[src/rtl/fifo_pixel_drain.sv]
// fifo_pixel_drain: pops {x, depth} words from a first-word-fall-through FIFO,
// maps the iteration depth to an RGB colour and presents one pixel per clock
// on an AXI4-Stream style output with start-of-frame (m_tuser) and end-of-line
// (m_tlast) markers. A raster position counter tracks where each pixel lands
// and flags any word whose x column disagrees with it.
//
// Handshake: a pixel transfers on a rising edge where m_tvalid && m_tready.
// m_tvalid is never withdrawn and m_tdata/m_tlast/m_tuser never change while
// m_tvalid=1 and m_tready=0. Upstream, fifo_read_en pops the FIFO head on the
// edge it is high; it is only raised when the output register is free or is
// being emptied in the same cycle.
module fifo_pixel_drain #(
  parameter int DATA_WIDTH    = 21,
  parameter int X_WIDTH       = 11,
  parameter int DEPTH_WIDTH   = 10,
  parameter int SCREEN_WIDTH  = 640,
  parameter int SCREEN_HEIGHT = 480,
  parameter int MAX_ITER      = 255
) (
  input  logic                  clk,
  input  logic                  reset,
  input  logic                  fifo_empty,
  input  logic [DATA_WIDTH-1:0] fifo_data,
  output logic                  fifo_read_en,
  output logic [23:0]           m_tdata,
  output logic                  m_tvalid,
  input  logic                  m_tready,
  output logic                  m_tlast,
  output logic                  m_tuser,
  output logic                  err_x_mismatch,
  output logic                  frame_done
);

  localparam int ROW_W = (SCREEN_HEIGHT > 1) ? $clog2(SCREEN_HEIGHT) : 1;
  localparam logic [X_WIDTH-1:0]     COL_LAST     = X_WIDTH'(SCREEN_WIDTH - 1);
  localparam logic [ROW_W-1:0]       ROW_LAST     = ROW_W'(SCREEN_HEIGHT - 1);
  localparam logic [DEPTH_WIDTH-1:0] DEPTH_IN_SET = DEPTH_WIDTH'(MAX_ITER);

  // Output register and raster position.
  logic [23:0]        r_tdata;
  logic               r_tvalid;
  logic               r_tlast;
  logic               r_tuser;
  logic               r_frame_end;
  logic               r_err;
  logic [X_WIDTH-1:0] r_col;
  logic [ROW_W-1:0]   r_row;

  // Decoded FIFO head and control terms.
  logic [X_WIDTH-1:0]     w_x;
  logic [DEPTH_WIDTH-1:0] w_depth;
  logic [23:0]            w_colour;
  logic                   w_load;
  logic                   w_accept;
  logic                   w_col_last;
  logic                   w_row_last;

  assign w_x     = fifo_data[DATA_WIDTH-1 -: X_WIDTH];
  assign w_depth = fifo_data[DEPTH_WIDTH-1:0];

  // Points inside the set are black; otherwise a modulo-256 ramp of the depth.
  assign w_colour = (w_depth == DEPTH_IN_SET) ? 24'h000000 :
                    {w_depth[7:0], {w_depth[5:0], 2'b00}, 8'hFF - w_depth[7:0]};

  assign w_col_last = (r_col == COL_LAST);
  assign w_row_last = (r_row == ROW_LAST);

  // Pop only when the output register is empty or drains this cycle; reset
  // gates the pop so nothing is lost while the block is held.
  assign w_accept     = r_tvalid & m_tready;
  assign w_load       = reset & ~fifo_empty & (~r_tvalid | m_tready);
  assign fifo_read_en = w_load;

  assign m_tdata        = r_tdata;
  assign m_tvalid       = r_tvalid;
  assign m_tlast        = r_tlast;
  assign m_tuser        = r_tuser;
  assign err_x_mismatch = r_err;
  // Pulses in the very cycle the last pixel of the frame is accepted.
  assign frame_done     = w_accept & r_frame_end;

  // Output register: load a new pixel, or go idle once the current one is taken.
  always_ff @(posedge clk or negedge reset) begin
    if (!reset) begin
      r_tvalid    <= 1'b0;
      r_tdata     <= 24'h000000;
      r_tlast     <= 1'b0;
      r_tuser     <= 1'b0;
      r_frame_end <= 1'b0;
    end else if (w_load) begin
      r_tvalid    <= 1'b1;
      r_tdata     <= w_colour;
      r_tlast     <= w_col_last;
      r_tuser     <= (r_col == '0) && (r_row == '0);
      r_frame_end <= w_col_last && w_row_last;
    end else if (w_accept) begin
      r_tvalid    <= 1'b0;
    end
  end

  // Raster position: advance one column per loaded word, wrapping line and frame.
  always_ff @(posedge clk or negedge reset) begin
    if (!reset) begin
      r_col <= '0;
      r_row <= '0;
    end else if (w_load) begin
      if (w_col_last) begin
        r_col <= '0;
        r_row <= w_row_last ? '0 : r_row + ROW_W'(1);
      end else begin
        r_col <= r_col + X_WIDTH'(1);
      end
    end
  end

  // Sticky ordering error: the word's own column disagrees with our position.
  always_ff @(posedge clk or negedge reset) begin
    if (!reset) begin
      r_err <= 1'b0;
    end else if (w_load && (w_x != r_col)) begin
      r_err <= 1'b1;
    end
  end

endmodule
[config.mk]
export PLATFORM = sky130hd
export DESIGN_NAME = fifo_pixel_drain
export DESIGN_NICKNAME = d
export VERILOG_FILES = /design/src/rtl/fifo_pixel_drain.sv
export SDC_FILE = /design/constraint.sdc
export NUM_CORES = 1
export LEC_CHECK = 0
export BUFFER_PORTS_ARGS = -buffer_cell sky130_fd_sc_hd__buf_2
export CORE_MARGIN = 2
export CORE_UTILIZATION = 25
export CTS_CLUSTER_DIAMETER = 40
export CTS_CLUSTER_SIZE = 40
export DETAILED_ROUTE_END_ITERATION = 16
export GPL_ROUTABILITY_DRIVEN = 0
export PLACE_DENSITY_LB_ADDON = 0.25
export SETUP_SLACK_MARGIN = 0.3
export SKIP_CTS_REPAIR_TIMING = 1
export SYNTH_ARGS = -nofsm -noshare
export SYNTH_HDL_FRONTEND = slang
export SYNTH_SLANG_ARGS = --single-unit
export TNS_END_PERCENT = 30
[constraint.sdc]
create_clock -name clk -period 3.4 [get_ports clk]
set_clock_uncertainty 0.1 [all_clocks]
set_input_delay 0 -clock clk [delete_from_list [all_inputs] [get_ports clk]]
set_output_delay 0 -clock clk [all_outputs]
set_load 0.05 [all_outputs]
==> results of run 1 <==
==> placed cells by master (no fill, tap or decap), types with 2 or more instances in the layout <==
cell type / Yosys / layout
a22o_1: 9 / 9
a31oi_1: 2 / 2
and3_1: 4 / 4
buf_2: 2 / 52
buf_4: 10 / 2
clkbuf_8: 0 / 5
clkinv_2: 0 / 2
conb_1: 1 / 2
dfrtp_1: 41 / 41
dlygate4sd3_1: 0 / 11
ha_1: 4 / 4
inv_1: 8 / 8
nand2_1: 26 / 26
nand2b_1: 2 / 2
nand2b_4: 2 / 2
nand3_1: 8 / 8
nand4_1: 7 / 7
nor2_1: 9 / 9
nor3_1: 2 / 2
nor4_1: 7 / 7
o21ai_0: 21 / 21
or3_1: 3 / 3
or4_1: 3 / 3
xnor2_1: 6 / 6
xor2_1: 12 / 12
==> power by group <==
group	leakage [uW]	total [uW]	switching (uW)	internal, uW
registers	0.000514	653	96.4	556
clock network	0.0000439	312	170	142
logic	0.000666	399	271	128
==> through the flow <==
stage / instances / cell area (sq um) / power, uW
after CTS: 356 / 2460 / 1380
after floorplan: 208 / 2090 / 968
after detailed placement: 348 / 2370 / 1050
final: 367 / 2570 / 1360
after global routing: 367 / 2570 / 1460
after global placement: 348 / 2370 / 1050
==> registers in the layout (all words and copies together), names as in the netlist <==
signal / cells
m_tuser: 1
err_x_mismatch: 1
r_col: 11
m_tvalid: 1
m_tlast: 1
r_row: 9
m_tdata: 16
r_frame_end: 1
==> critical path: cells and delay by family <==
| kind | cells | cell delay [ps] |
|---|---|---|
| AOI/OAI and AO/OA | 2 | 420 |
| and+or+nand+nor | 3 | 1090 |
| buffers and inverters | 2 | 660 |
==> how the worst max path moves through the flow <==
stage                          from                   end  depth (start not counted)
2_1_floorplan  m_tvalid$_DFFE_PN0P_  r_col[8]$_DFFE_PN0P_                          7
3_3_place_gp   m_tvalid$_DFFE_PN0P_  r_row[6]$_DFFE_PN0P_                          5
3_5_place_dp   m_tvalid$_DFFE_PN0P_  r_row[8]$_DFFE_PN0P_                          5
4_1_cts        m_tvalid$_DFFE_PN0P_  r_row[6]$_DFFE_PN0P_                          5
5_1_grt        r_col[7]$_DFFE_PN0P_  r_row[6]$_DFFE_PN0P_                          5
6_report                 fifo_empty  r_row[6]$_DFFE_PN0P_                          7
==> layer usage <==
metal  vias to the layer above  global-route usage
li1                        826                   -
met1                       766               0.143
met2                        60               0.167
met3                         4              0.0348
met4                         0              0.0290
met5                         -                   0
==> cells by family after synthesis <==
logic type / share of synthesized area
other: 0.00180
XOR/XNOR: 0.0756
AND/OR/NAND/NOR: 0.206
AO/OA/AOI/OAI: 0.121
multiplexers: 0.00480
adder cells (fa/ha/maj): 0.0240
flip-flops: 0.492
buffers and inverters: 0.0750
==> layout make-up <==
type | instances | area [sq um] | area share
inverter | 8 | 30.0 | 0.0117
sequential | 41 | 1030 | 0.400
clock inverter | 3 | 17.5 | 0.00683
tap | 105 | 131 | 0.0512
timing repair buffer | 65 | 385 | 0.150
multi-input combinational | 140 | 907 | 0.353
clock buffer | 5 | 68.8 | 0.0268
==> summary.txt, run 1 <==
status = finished clean
CTS tree = built
Peak Freq = 470 MHz
setup TNS = 0 ps
RSZ-0062 raised after global routing = false
via count = 1656
Hold WS = 60.8 ps
synthesized cell area = 2090 sq um
crit end category = register
setup ws final = 1270 ps
Mapped Cells = 207
Final Util = 0.315
Synth area leaders = dfrtp_1 49%, o21ai_0 5.0%, xor2_1 5.0%
share of cells above drive strength 1 = 0.260
Peak VDD IR = 168 uV
dpl ws = 1290 ps
CTS Sinks = 41
DR WL met3 = 386 um
# DRC = 0
ant diodes = 0
initial antenna violation count = 0
Hold WC Path Type = in -> reg
first-pass GRT wire length = 7510 um
Max Cap Violations = 0
Area Overhead vs Synth = 23.0%
Overflow after GRT = 0
Crit Reg-Reg Startpoint = r_col[7]$_DFFE_PN0P_
DR pass1 iterations = 4
vias in the first global route = 1531
Cell Chain, Critical Path = dlygate4sd3_1 > buf_2 > nand2b_4 > nand2b_4 > or3_1 > o31ai_4 > o41ai_2
crit path kind = in -> reg
DIE AREA = 9090 sq um
Crit path largest cell delay = 670 ps
Post-DP HPWL = 3480 um
root buf cell = clkbuf_8
final period utilization = 0.626
Starting DRT DRC Count = 90
pwr dens = 531 nW/um^2
maximum buffer depth of the clock tree = 2
crit path DAT = 2190 ps
FP Rows = 33
Routed Antenna Nets = 0
die width = 95.3 um
Ys Warns = 0
Netlist cell types = 35
Tmin final = 2130 ps
synth cell count leaders = 41 x dfrtp_1, 26 x nand2_1, 21 x o21ai_0, 12 x xor2_1, 10 x buf_4
Hold Path Cell Cnt = 4
FF-to-FF End = r_row[6]$_DFFE_PN0P_
CP max FO = 38
max layer used = met4
Synth top area share = 0.492
R2R setup slack = 1290 ps
syn_area_per_cell = 10.1 sq um
Slew Limit Fails = 0
number of synthesized flops with an enable pin = 0
clock buffer count from CTS = 5
Skew-Pair Late Insertion Delay = 300 ps
HP Start = fifo_data[16]
final WL = 4740 um
CP dominant cell by count = nand2b_4
count leader, synth = dfrtp_1
LEAKAGE = 0.00122 uW
H-tree depth = 2
Starting Density = 0.256
register area share after synthesis = 0.492
Final Hold Fails = 0
post-DR wirelength/cell = 12.9 um
largest area contributor in the netlist = dfrtp_1
Nets = 290
Met2 Wirelength = 2180 um
IO Port Bufs = 52
Rel. slew slack = 0.617
I/O pin count = 55
Yosys reg bits = 41
actual slew at the worst max-slew pin = 573 ps
fraction of registers with async set/reset = 1.00
Worst-path clk slew = 80 ps
Setup crit start kind = primary input
end point of the worst hold path = err_x_mismatch$_DFFE_PN0P_
maximum number of pins on one net before global-route repair = 42
die height = 95.3 um
GRT Util Overall = 0.107
Critical-path top delay cell = or3_1
Final setup viols = 0
worst reg2reg path depth = 5
Core Region = 8130 sq um
Vias/cell = 4.51
ys flop type = dfrtp_1
metal1 wirelength = 2140 um
CP required = 3460 ps
Fillers = 852
(Power assumes the default switching activity.)
==> run 2: changes to the inputs <==
--- a/config.mk
+++ b/config.mk
@@ -5,6 +5,7 @@
 export SDC_FILE = /design/constraint.sdc
 export NUM_CORES = 1
 export LEC_CHECK = 0
+export ABC_AREA = 1
 export BUFFER_PORTS_ARGS = -buffer_cell sky130_fd_sc_hd__buf_2
 export CORE_MARGIN = 2
 export CORE_UTILIZATION = 25
==> constraint.sdc (replaced) <==
create_clock -name clk -period 1.93 [get_ports clk]
set_clock_uncertainty 0.1 [all_clocks]
set_input_delay 0 -clock clk [delete_from_list [all_inputs] [get_ports clk]]
set_output_delay 0 -clock clk [all_outputs]
set_load 0.05 [all_outputs]
==> run 2 against run 1 <==
Net effect:
- the run now ends with hold timing left
- combinational power rose to 3.0 times the previous value
- area after synthesis rose by 16%
- sequential cell count unchanged
- count of clock-buffer cells in the layout increased by 1
- largest cell class is now multi-input gates
- largest power group is now combinational logic
- highest routed layer unchanged
==> summary.txt, run 2 <==
status = finished, violations left
violated checks = hold timing
Netlist cell types = 29
maximum buffer depth of the clock tree = 2
clock buffer count from CTS = 5
Slew Limit Fails = 0
FP Rows = 35
LEAKAGE = 0.00167 uW
Tmin final = 1590 ps
Final Hold Fails = 2
crit path kind = reg -> reg
maximum number of pins on one net before global-route repair = 42
share of cells above drive strength 1 = 0.237
Vias/cell = 4.23
WP depth = 6
Routed Antenna Nets = 0
RSZ-0062 raised after global routing = true
Core Region = 9330 sq um
ys flop type = dfrtp_1
initial antenna violation count = 0
most common cell after layout, fill and taps aside = nand2_1
CP top delay family = simple AND/OR/NAND/NOR gates
IO Port Bufs = 52
CP max FO = 7
# DRC = 0
CP required = 2010 ps
DIE AREA = 10500 sq um
first-pass GRT wire length = 9300 um
Final Util = 0.337
Hold Path Cell Cnt = 5
met2 GRT Util = 0.186
ant diodes = 0
die height = 102 um
Hold WC Path Type = in -> reg
root buf cell = clkbuf_8
I/O pin count = 55
final WL = 6380 um
global route hottest layer = met2
Starting DRT DRC Count = 80
Yosys reg bits = 41
Rel. slew slack = 0.631
crit end category = register
Peak VDD IR = 325 uV
Nets = 438
Area Overhead vs Synth = 29.5%
GRT Util Overall = 0.112
actual slew at the worst max-slew pin = 554 ps
Synth area leaders = dfrtp_1 42%, nand2_1 16%, inv_1 7.3%
Post-DP HPWL = 4350 um
worst reg2reg path depth = 6
largest area contributor in the netlist = dfrtp_1
Critical-path top delay cell = dfrtp_1
number of synthesized flops with an enable pin = 0
fraction of registers with async set/reset = 1.00
Starting Density = 0.260
Overflow after GRT = 0
CTS Sinks = 41
Synth top area share = 0.423
vias in the first global route = 1953
Ys Warns = 0
H-tree depth = 2
crit path DAT = 1680 ps
setup TNS = 0 ps
met3 Track Usage GR = 0.0212
Worst-path clk slew = 90 ps
Crit path largest cell delay = 390 ps
CTS tree = built
Mapped Cells = 336
Cell Chain, Critical Path = ha_2 > inv_1 > nor2_4 > nand4_2 > nand2_2 > o21ai_2
syn_area_per_cell = 7.22 sq um
most frequent cells in the layout = 106 x nand2_1, 52 x buf_2, 47 x inv_1, 41 x nor2_1, 38 x dfrtp_1
Hold WS = -7.64 ps
Skew-Pair Late Insertion Delay = 300 ps
post-DR wirelength/cell = 11.8 um
max reg flops = 16
final period utilization = 0.826
Final setup viols = 0
worst path buffer plus inverter count = 1
die width = 102 um
register area share after synthesis = 0.423
R2R setup slack = 340 ps
DR pass1 iterations = 4
Setup crit start kind = register
Max Cap Violations = 0
met1 Use GR = 0.149
pwr dens = 937 nW/um^2
Peak Freq = 627 MHz
via count = 2279
count leader, synth = nand2_1
synthesized cell area = 2420 sq um
synth cell count leaders = 106 x nand2_1, 47 x inv_1, 41 x dfrtp_1, 41 x nor2_1, 22 x nand3_1
==> run 2: final timing paths <==
path | start | end
min | fifo_data[8] | m_tdata[17]$_DFFE_PN0P_
min reg2reg | err_x_mismatch$_DFFE_PN0P_ | err_x_mismatch$_DFFE_PN0P_
max in group asynchronous | reset | r_col[6]$_DFFE_PN0P_
max reg2reg | r_col[1]$_DFFE_PN0P_ | r_row[2]$_DFFE_PN0P_
min in group asynchronous | reset | m_tdata[19]$_DFFE_PN0P_
max | r_col[1]$_DFFE_PN0P_ | r_row[2]$_DFFE_PN0P_
==> run 2: area by class of cell <==
type | instances | area, sq um
Clock inverter | 2 | 13.8
Fill cell | 1008 | 6190
Tap cell | 129 | 161
Inverter | 50 | 188
Multi-Input combinational cell | 233 | 1170
Timing Repair Buffer | 78 | 498
Sequential cell | 41 | 1030
Clock buffer | 6 | 82.6
==> run 2: metrics by stage <==
step	power, uW	instance area, sq um	std cells	worst slack, ps
floorplan	1950	2430	337	125
global placement	2190	2790	508	200
detailed placement	2200	2790	508	162
CTS	2830	2880	516	101
global route	3150	3140	539	224
finish	2940	3140	539	336
==> run 2: logic make-up (layout without fill, tap and decap cells) <==
group,Yosys count,after routing,synth area share
adders and majority gates,4,4,0.0206
AOI/OAI and AO/OA,18,18,0.0402
and+or+nand+nor,198,199,0.362
xor gates and xnor gates,10,10,0.0361
other,1,2,0.00155
DFF,41,41,0.423
buffers and inverters,64,136,0.117
==> run 2: report_power, final <==
| group | internal [uW] | total, uW | switching (uW) |
|---|---|---|---|
| Combinational | 388 | 1180 | 787 |
| Clock | 290 | 609 | 319 |
| Sequential | 1010 | 1160 | 153 |
| Total | 1680 | 2940 | 1260 |
==> run 2: worst min-delay path, delay by kind of cell <==
| kind | cells | cell delay [ps] |
|---|---|---|
| buffers and inverters | 1 | 80 |
| and+or+nand+nor | 4 | 290 |
==> run 2: layer usage <==
metal	up-vias	part of all wire
met3	5	0.026
met1	1055	0.47
met5	-	0
li1	1174	-
met2	45	0.49
met4	0	0.011
==> run 3: changes to the inputs <==
--- a/config.mk
+++ b/config.mk
@@ -5,7 +5,7 @@
 export SDC_FILE = /design/constraint.sdc
 export NUM_CORES = 1
 export LEC_CHECK = 0
-export ABC_AREA = 1
+export ABC_AREA = 0
 export BUFFER_PORTS_ARGS = -buffer_cell sky130_fd_sc_hd__buf_2
 export CORE_MARGIN = 2
 export CORE_UTILIZATION = 25
==> constraint.sdc (replaced) <==
create_clock -name clk -period 1.65 [get_ports clk]
set_clock_uncertainty 0.1 [all_clocks]
set_input_delay 0 -clock clk [delete_from_list [all_inputs] [get_ports clk]]
set_output_delay 0 -clock clk [all_outputs]
set_load 0.05 [all_outputs]
==> run 3 against run 2 <==
Net effect:
- clock power is 60% higher
- via count down 21%
- global-route usage grew 0.20 points
- the run ends with hold timing, setup timing left
- non-clock buffer count grew 17
- first-iteration DRC count decreased by 25%
- critical path type is now in -> reg
- largest cell class unchanged
==> summary.txt, run 3 (synthesis results as in run 1) <==
CTS Sinks = 41
Vias/cell = 4.52
Final Hold Fails = 1
CP Capture Point = r_col[7]$_DFFE_PN0P_
crit end category = register
setup ws final = -119 ps
Worst-path clk slew = 80 ps
clock buffer count from CTS = 5
DIE AREA = 9090 sq um
Clock power frac = 0.289
share of cells above drive strength 1 = 0.428
FP Rows = 33
via count = 1796
worst reg2reg path depth = 6
dpl ws = -159 ps
pwr dens = 1110 nW/um^2
Nets = 320
vias in the first global route = 1668
Core Region = 8130 sq um
most frequent cells in the layout = 51 x buf_2, 40 x dfrtp_1, 26 x buf_4, 22 x nand2_1
Final setup viols = 8
Post-Place Cells = 377
max reg flops = 16
die height = 95.3 um
area occupied by multi-input gates = 1050 sq um
maximum number of pins on one net before global-route repair = 42
most common cell after layout, fill and taps aside = buf_2
final period utilization = 1.07
Critical-path top delay cell = dlygate4sd3_1
Comb pwr share = 0.337
Internal = 2170 uW
Hold WS = -107 ps
Slew Limit Fails = 0
CP dominant cell by count = nand2b_4
maximum buffer depth of the clock tree = 2
Max Cap Violations = 0
Flop pwr share = 0.375
Starting DRT DRC Count = 60
HP Start = m_tready
status = finished, violations left
die width = 95.3 um
final WL = 5070 um
ant diodes = 0
setup TNS = -387 ps
RSZ-0062 raised after global routing = true
CTS tree = built
Post-DP HPWL = 3630 um
Skew-Pair Late Insertion Delay = 290 ps
Area Overhead vs Synth = 45.4%
Peak Freq = 565 MHz
DR pass1 iterations = 4
Tmin final = 1770 ps
crit path DAT = 1850 ps
Setup crit start kind = primary input
# DRC = 0
Crit Reg-Reg Startpoint = r_col[10]$_DFFE_PN0P_
R2R setup slack = -100 ps
Psw = 1210 uW
IO Port Bufs = 52
Cell Chain, Critical Path = buf_2 > dlygate4sd3_1 > nand2b_4 > nand2b_4 > buf_6 > or3_4 > buf_4 > o21ai_0 > nand2_2
final cell count without fillers = 397
actual slew at the worst max-slew pin = 543 ps
Net Sw Frac = 0.359
first-pass GRT wire length = 7940 um
register area = 1030 sq um
Crit path largest cell delay = 610 ps
Overflow after GRT = 0
CP required = 1730 ps
post-DR wirelength/cell = 12.8 um
Rel. slew slack = 0.638
Fillers = 832
crit path kind = in -> reg
CP max FO = 6
root buf cell = clkbuf_8
Peak VDD IR = 338 uV
initial antenna violation count = 0
LEAKAGE = 0.00144 uW
H-tree depth = 2
I/O pin count = 55
Hold WC Path Type = in -> reg
worst setup path startpoint = reset
GRT Util Overall = 0.114
Routed Antenna Nets = 0
Starting Density = 0.256
violated checks = hold timing, setup timing
FF-to-FF End = r_row[6]$_DFFE_PN0P_
==> run 3: cell types whose count changed in the layout (fill, tap and decap cells not counted), moves of 4 or more <==
cell	change
nand2_1	-84
inv_1	-40
nor2_1	-34
nand3_1	-17
buf_4	+13
a22o_1	+9
xor2_1	+8
buf_6	+6
nor3_1	-5
o21ai_1	+4
==> run 3: layer usage <==
layer  up-vias  wire length (um)  share of wire  GRT usage
li1        879                 -              -          -
met1       875              2370           0.47      0.155
met2        37              2390           0.47      0.178
met3         5               249          0.049     0.0308
met4         0                51          0.010     0.0326
met5         -                 0              0          0
==> run 3: worst max-delay path, delay by kind of cell <==
kind	cells	cell delay, ps
AND/OR/NAND/NOR	4	660
AO/OA/AOI/OAI	1	220
buffers and inverters	4	970
==> run 3: stage by stage <==
| step | area, sq um | total power, uW | util |
|---|---|---|---|
| detailed placement | 2640 | 2350 | 0.324 |
| finish | 3030 | 3380 | 0.373 |
| floorplan | 2140 | 2020 | - |
| global placement | 2640 | 2340 | 0.324 |
| CTS | 2770 | 3330 | 0.341 |
| global route | 3030 | 3570 | 0.373 |
==> run 3: worst min-delay path by stage <==
stage / end / slack [ps] / depth (start not counted)
finish: m_tvalid$_DFFE_PN0P_ / -110 / 3
global route: m_tvalid$_DFFE_PN0P_ / -100 / 3
CTS: r_col[1]$_DFFE_PN0P_ / -250 / 2
detailed placement: r_frame_end$_DFFE_PN0P_ / 80 / 2
global placement: r_col[2]$_DFFE_PN0P_ / 70 / 2
floorplan: err_x_mismatch$_DFFE_PN0P_ / -400 / 0
==> run 3: area by class of cell <==
| class | instances | share of cell area |
|---|---|---|
| Tap cell | 105 | 0.0433 |
| Sequential cell | 41 | 0.339 |
| Clock buffer | 5 | 0.0227 |
| Inverter | 8 | 0.0111 |
| Multi-Input combinational cell | 140 | 0.348 |
| Clock inverter | 3 | 0.0227 |
| Timing Repair Buffer | 95 | 0.214 |
==> run 3: power groups by stage <==
stage               clock (uW)  combinational, uW  sequential (uW)
detailed placement           0               1080             1270
global placement             0               1070             1260
finish                     976               1140             1270
global route              1050               1240             1290
floorplan                    0                532             1480
CTS                        999               1080             1250
